### src/rtl/dht_responder.sv
// DHT11-style single-wire sensor responder: waits for a host start pulse, then
// sends the response preamble and a 40-bit humidity/temperature frame.
//
// state    | meaning
// IDLE     | line released, waiting for the host to pull low
// HOST_LOW | timing the host low pulse
// WAIT_REL | host released, delay before responding
// RESP_LO  | response preamble, line driven low
// RESP_HI  | response preamble, line released
// BIT_LO   | low slot preceding each data bit
// BIT_HI   | released slot whose length encodes the bit
// END_LO   | closing low slot after the last bit
module dht_responder #(
  parameter int unsigned START_MIN = 900000,
  parameter int unsigned HOST_WAIT = 1500,
  parameter int unsigned RESP_LOW  = 4000,
  parameter int unsigned RESP_HIGH = 4000,
  parameter int unsigned BIT_LOW   = 2500,
  parameter int unsigned ZERO_HIGH = 1300,
  parameter int unsigned ONE_HIGH  = 3500
) (
  input  logic       clk,
  input  logic       rst,
  input  logic       dq_in,
  input  logic [7:0] hum_int,
  input  logic [7:0] hum_dec,
  input  logic [7:0] temp_int,
  input  logic [7:0] temp_dec,
  output logic       dq_oe,
  output logic       busy,
  output logic       done,
  output logic       err
);

  typedef enum logic [2:0] {
    IDLE, HOST_LOW, WAIT_REL, RESP_LO, RESP_HI, BIT_LO, BIT_HI, END_LO
  } state_t;

  localparam logic [19:0] START_MIN_C = 20'(START_MIN);

  state_t      state, state_next;
  logic        dq_m, dq_s;
  logic [19:0] cnt;
  logic [19:0] phase_len;
  logic        phase_end;
  logic [5:0]  bit_cnt;
  logic [39:0] sreg;
  logic [7:0]  csum;
  logic        load, shift, done_set, err_set;

  assign csum = hum_int + hum_dec + temp_int + temp_dec;

  always_comb begin
    phase_len = 20'd0;
    case (state)
      WAIT_REL: phase_len = 20'(HOST_WAIT);
      RESP_LO:  phase_len = 20'(RESP_LOW);
      RESP_HI:  phase_len = 20'(RESP_HIGH);
      BIT_LO:   phase_len = 20'(BIT_LOW);
      BIT_HI:   phase_len = sreg[39] ? 20'(ONE_HIGH) : 20'(ZERO_HIGH);
      END_LO:   phase_len = 20'(BIT_LOW);
      default:  phase_len = 20'd0;
    endcase
  end

  assign phase_end = (cnt == phase_len - 20'd1);

  // State register plus the phase/bit datapath; the synchronizer idles high like the pulled-up line.
  always_ff @(posedge clk) begin
    if (rst) begin
      state   <= IDLE;
      dq_m    <= 1'b1;
      dq_s    <= 1'b1;
      cnt     <= 20'd0;
      bit_cnt <= 6'd0;
      sreg    <= 40'd0;
      done    <= 1'b0;
      err     <= 1'b0;
    end else begin
      state <= state_next;
      dq_m  <= dq_in;
      dq_s  <= dq_m;
      done  <= done_set;
      err   <= err_set;
      if (state_next != state || state == IDLE) begin
        cnt <= 20'd0;
      end else if (cnt != 20'hFFFFF) begin
        cnt <= cnt + 20'd1;
      end
      if (load) begin
        sreg    <= {hum_int, hum_dec, temp_int, temp_dec, csum};
        bit_cnt <= 6'd0;
      end else if (shift) begin
        sreg    <= {sreg[38:0], 1'b0};
        bit_cnt <= bit_cnt + 6'd1;
      end
    end
  end

  always_comb begin
    state_next = state;
    load       = 1'b0;
    shift      = 1'b0;
    done_set   = 1'b0;
    err_set    = 1'b0;
    case (state)
      IDLE: if (!dq_s) state_next = HOST_LOW;
      HOST_LOW: begin
        if (dq_s) begin
          if (cnt >= START_MIN_C) begin
            state_next = WAIT_REL;
            load       = 1'b1;
          end else begin
            state_next = IDLE;
          end
        end
      end
      WAIT_REL: if (phase_end) state_next = RESP_LO;
      RESP_LO:  if (phase_end) state_next = RESP_HI;
      RESP_HI: begin
        if (phase_end) begin
          if (!dq_s) begin
            state_next = IDLE;
            err_set    = 1'b1;
          end else begin
            state_next = BIT_LO;
          end
        end
      end
      BIT_LO: if (phase_end) state_next = BIT_HI;
      BIT_HI: begin
        if (phase_end) begin
          if (!dq_s) begin
            state_next = IDLE;
            err_set    = 1'b1;
          end else begin
            shift      = 1'b1;
            state_next = (bit_cnt == 6'd39) ? END_LO : BIT_LO;
          end
        end
      end
      END_LO: begin
        if (phase_end) begin
          state_next = IDLE;
          done_set   = 1'b1;
        end
      end
      default: state_next = IDLE;
    endcase
  end

  always_comb begin
    dq_oe = 1'b0;
    busy  = 1'b0;
    case (state)
      WAIT_REL, RESP_HI, BIT_HI: busy = 1'b1;
      RESP_LO, BIT_LO, END_LO: begin
        dq_oe = 1'b1;
        busy  = 1'b1;
      end
      default: begin
        dq_oe = 1'b0;
        busy  = 1'b0;
      end
    endcase
  end

endmodule

### config.mk
export PLATFORM = sky130hd
export DESIGN_NAME = dht_responder
export DESIGN_NICKNAME = d
export VERILOG_FILES = /design/src/rtl/dht_responder.sv
export SDC_FILE = /design/constraint.sdc
export NUM_CORES = 1
export LEC_CHECK = 0
export ABC_AREA = 1
export CAP_MARGIN = 5
export CORE_MARGIN = 3
export CORE_UTILIZATION = 63
export DETAILED_ROUTE_END_ITERATION = 6
export GPL_TIMING_DRIVEN = 0
export PLACE_DENSITY = 0.86
export REMOVE_ABC_BUFFERS = 1
export SETUP_SLACK_MARGIN = 0.1
export SYNTH_ARGS = -nofsm -noshare
export SYNTH_HDL_FRONTEND = slang
export SYNTH_SLANG_ARGS = --single-unit
export TNS_END_PERCENT = 50
### constraint.sdc
create_clock -name clk -period 8.1 [get_ports clk]
set_input_delay 2.43 -clock clk [delete_from_list [all_inputs] [get_ports clk]]
set_output_delay 2.43 -clock clk [all_outputs]
set_load 0.02 [all_outputs]
==> results.sh <==
export IMPL_start_util_pct=65.6
export IMPL_drc=0
export IMPL_finalCritPeriodShare_pct=68.4
export IMPL_power_density_nw_per_um2=153
export IMPL_vias=4267
export IMPL_dieWidth_microns=90.6
export IMPL_crit_fanout=2
export IMPL_yosys_warnings=0
export IMPL_slew_violations=0
export IMPL_worstPathCellList="clkdlybuf4s50_1, fa_1, fa_1, ha_1, inv_1, fa_1, nand3b_1, nand2_1, inv_1, o21ai_0, a21oi_1, xnor2_1, xor2_1, a21o_1, a21oi_1"
export IMPL_gp_congestion=0.917
export IMPL_required_ps=8310
export IMPL_arrival_ps=5740
export IMPL_fin_setup_tns_ps=0
export IMPL_drt_iter0_drc=373
export IMPL_dp_slack_ps=2260
export IMPL_rows=30
export IMPL_viasPerCell=5.62
export IMPL_cpPeakStageDelay_ps=540
export IMPL_grt_pass1_vias=3999
export IMPL_post_cts_resized=0
export IMPL_period_minus_slack_ps=5540
export IMPL_syn_area_per_cell_sq_um=7.16
export IMPL_cts_root_buf="clkbuf_8"
export IMPL_worst_setup_path_start_kind="input pin"
export IMPL_ant_nets=0
export IMPL_rsz0062_at_grt="no"
export IMPL_min_path_type="reg2reg"
export IMPL_die_height_microns=90.6
export IMPL_critPathCaptureType="register"
export IMPL_syn_instance_count=629
export IMPL_ys_flop_type="dfxtp_1"
export IMPL_grt_pass1_wl_microns=18700
export IMPL_ys_types=40
export IMPL_cts_hold_buf=0
export IMPL_clkSlewWorstSetupHoldPaths_ps=90
export IMPL_cts_tree="built"
export IMPL_hold_violations=0
export IMPL_diodes=0
export IMPL_drive_gt1_share_pct=9.65
export IMPL_cellLeakagePower_nw=1.92
export IMPL_numCtsBuffers=9
export IMPL_final_common_cell="nand2_1"
export IMPL_yosys_register_bits=73
export IMPL_async_flop_share_pct=0
export IMPL_setup_slack_ps=2560
export IMPL_grt_total_usage_pct=28.1
export IMPL_io_pins=39
export IMPL_cts_max_level=3
export IMPL_dp_hpwl_microns=8060
export IMPL_grt_max_degree=49
export IMPL_synth_enable_flop_cells=0
export IMPL_crit_path_top_delay_cell="fa_1"
export IMPL_clkLatencyLatePin_ps=360
export IMPL_die_area_sq_um=8200
export IMPL_numPortBuffers=38
export IMPL_clk_path_buf_depth=2
export IMPL_drtPass1Iterations=5
export IMPL_critPathKind="in2reg"
export IMPL_core_sq_um=6870
export IMPL_relSlewSlack_pct=40.3
export IMPL_layout_area_overhead_vs_synth_pct=13.9
export IMPL_power_total_w=0.000784
export IMPL_cpMostUsedCell="fa_1"
export IMPL_syn_area_sq_um=4510
export IMPL_skew_ps=10.0
export IMPL_antenna_found_initial=0
export IMPL_worst_pin_slew_ps=888
export IMPL_clock_sinks=73
export IMPL_wl_per_cell_microns=14.4
export IMPL_layout_common_cells="nand2_1 (191), dfxtp_1 (73), inv_1 (51), nor2_1 (43), clkdlybuf4s50_1 (37)"
export IMPL_nets=718
export IMPL_grt_overflow_total=0
export IMPL_synth_seq_area_share_pct=32.4
export IMPL_holdWs_ps=442
export IMPL_drt_wl_total_microns=11000
export IMPL_cts_setup_buffers=0
export IMPL_fmax_ghz=0.181
export IMPL_status="complete, no violations"
export IMPL_peakVddDrop_mv=0.118
export IMPL_drv_cap=0
export IMPL_setup_violations=0
per-layer routing:
layer  global-route usage, %  wire length, microns  up-vias
met4                    7.53                   170        0
met2                    43.4                  5010      175
met5                       0                     0        -
met1                    39.7                  4950     1959
li1                        -                     -     2117
met3                    6.17                   829       16
cell families (layout without fill, tap and decap cells):
logic type               after synthesis  count (layout)  share of synthesized area (%)
flip-flops                            73              73                           32.4
adder cells (fa/ha/maj)               25              25                           9.28
buffers and inverters                 80             114                           7.86
AND/OR/NAND/NOR                      342             342                           34.7
AO/OA/AOI/OAI                         83              83                           10.6
XOR/XNOR                              26              26                           5.05
stage by stage:
| stage | utilization, % | cells | instance area [sq um] |
|---|---|---|---|
| 5_1_grt | 74.7 | 759 | 5130 |
| 6_report | 74.7 | 759 | 5130 |
| 4_1_cts | 74.7 | 759 | 5130 |
| 3_5_place_dp | 71.7 | 743 | 4920 |
| 3_3_place_gp | 70.9 | 741 | 4870 |
| 2_1_floorplan | - | 607 | 4370 |
worst max-delay path: cells and delay by family:
kind | cells | cell delay (ps)
and+or+nand+nor | 2 | 290
AOI/OAI and AO/OA | 4 | 470
adders and majority gates | 4 | 1640
xor gates and xnor gates | 2 | 340
buffers and inverters | 3 | 570
layout make-up:
cell class | instances | area [sq um]
sequential | 73 | 1460
clock buffer | 9 | 124
timing repair buffer | 40 | 418
multi-input combinational | 476 | 2710
clock inverter | 7 | 85.1
tap | 96 | 120
fill | 531 | 1740
inverter | 58 | 218
sequential cells by signal (all words and copies together), names as in the netlist:
register,count
dq_s,1
err,1
sreg,40
cnt,20
done,1
state,3
dq_m,1
bit_cnt,6
path summary, 6_finish.rpt:
check	cells past startpoint	from	slack, ps	to
max reg2reg	21	state[0]	4390	cnt[6]
max	15	hum_int[1]	2560	sreg[7]
min	1	dq_m	440	dq_s
min reg2reg	1	dq_m	440	dq_s
where the power goes:
group / switching, W / leakage [nW] / total (W) / internal, W
clock: 0.000160 / 0.100 / 0.000308 / 0.000149
sequential: 0.000000925 / 0.588 / 0.000360 / 0.000359
combinational: 0.0000603 / 1.23 / 0.000115 / 0.0000549
total: 0.000221 / 1.92 / 0.000784 / 0.000563
synth_stat cells, types with 2 or more instances:
library cell | n | area, sq um
buf_2 | 6 | 30.0
xor2_1 | 22 | 193
nand2_2 | 6 | 37.5
inv_1 | 51 | 191
a21o_1 | 2 | 15.0
xnor2_1 | 4 | 35.0
nor2_1 | 43 | 161
a21oi_1 | 21 | 105
nor4_1 | 7 | 43.8
buf_6 | 5 | 56.3
nand4_1 | 12 | 75.1
o21ai_0 | 19 | 95.1
dfxtp_1 | 73 | 1460
and2_1 | 2 | 12.5
or2_2 | 2 | 12.5
nor2_8 | 2 | 40.0
nand2_1 | 191 | 717
buf_4 | 2 | 15.0
fa_1 | 14 | 280
nand3b_1 | 2 | 15.0
nor2_4 | 2 | 22.5
ha_1 | 11 | 138
nor2_2 | 23 | 144
a211oi_1 | 3 | 22.5
nand3_1 | 32 | 160
nor3_1 | 13 | 65.1
inv_2 | 6 | 22.5
a31oi_1 | 34 | 213
clkbuf_1 | 8 | 30.0
No activity file was read; power rests on OpenSTA's default activity.
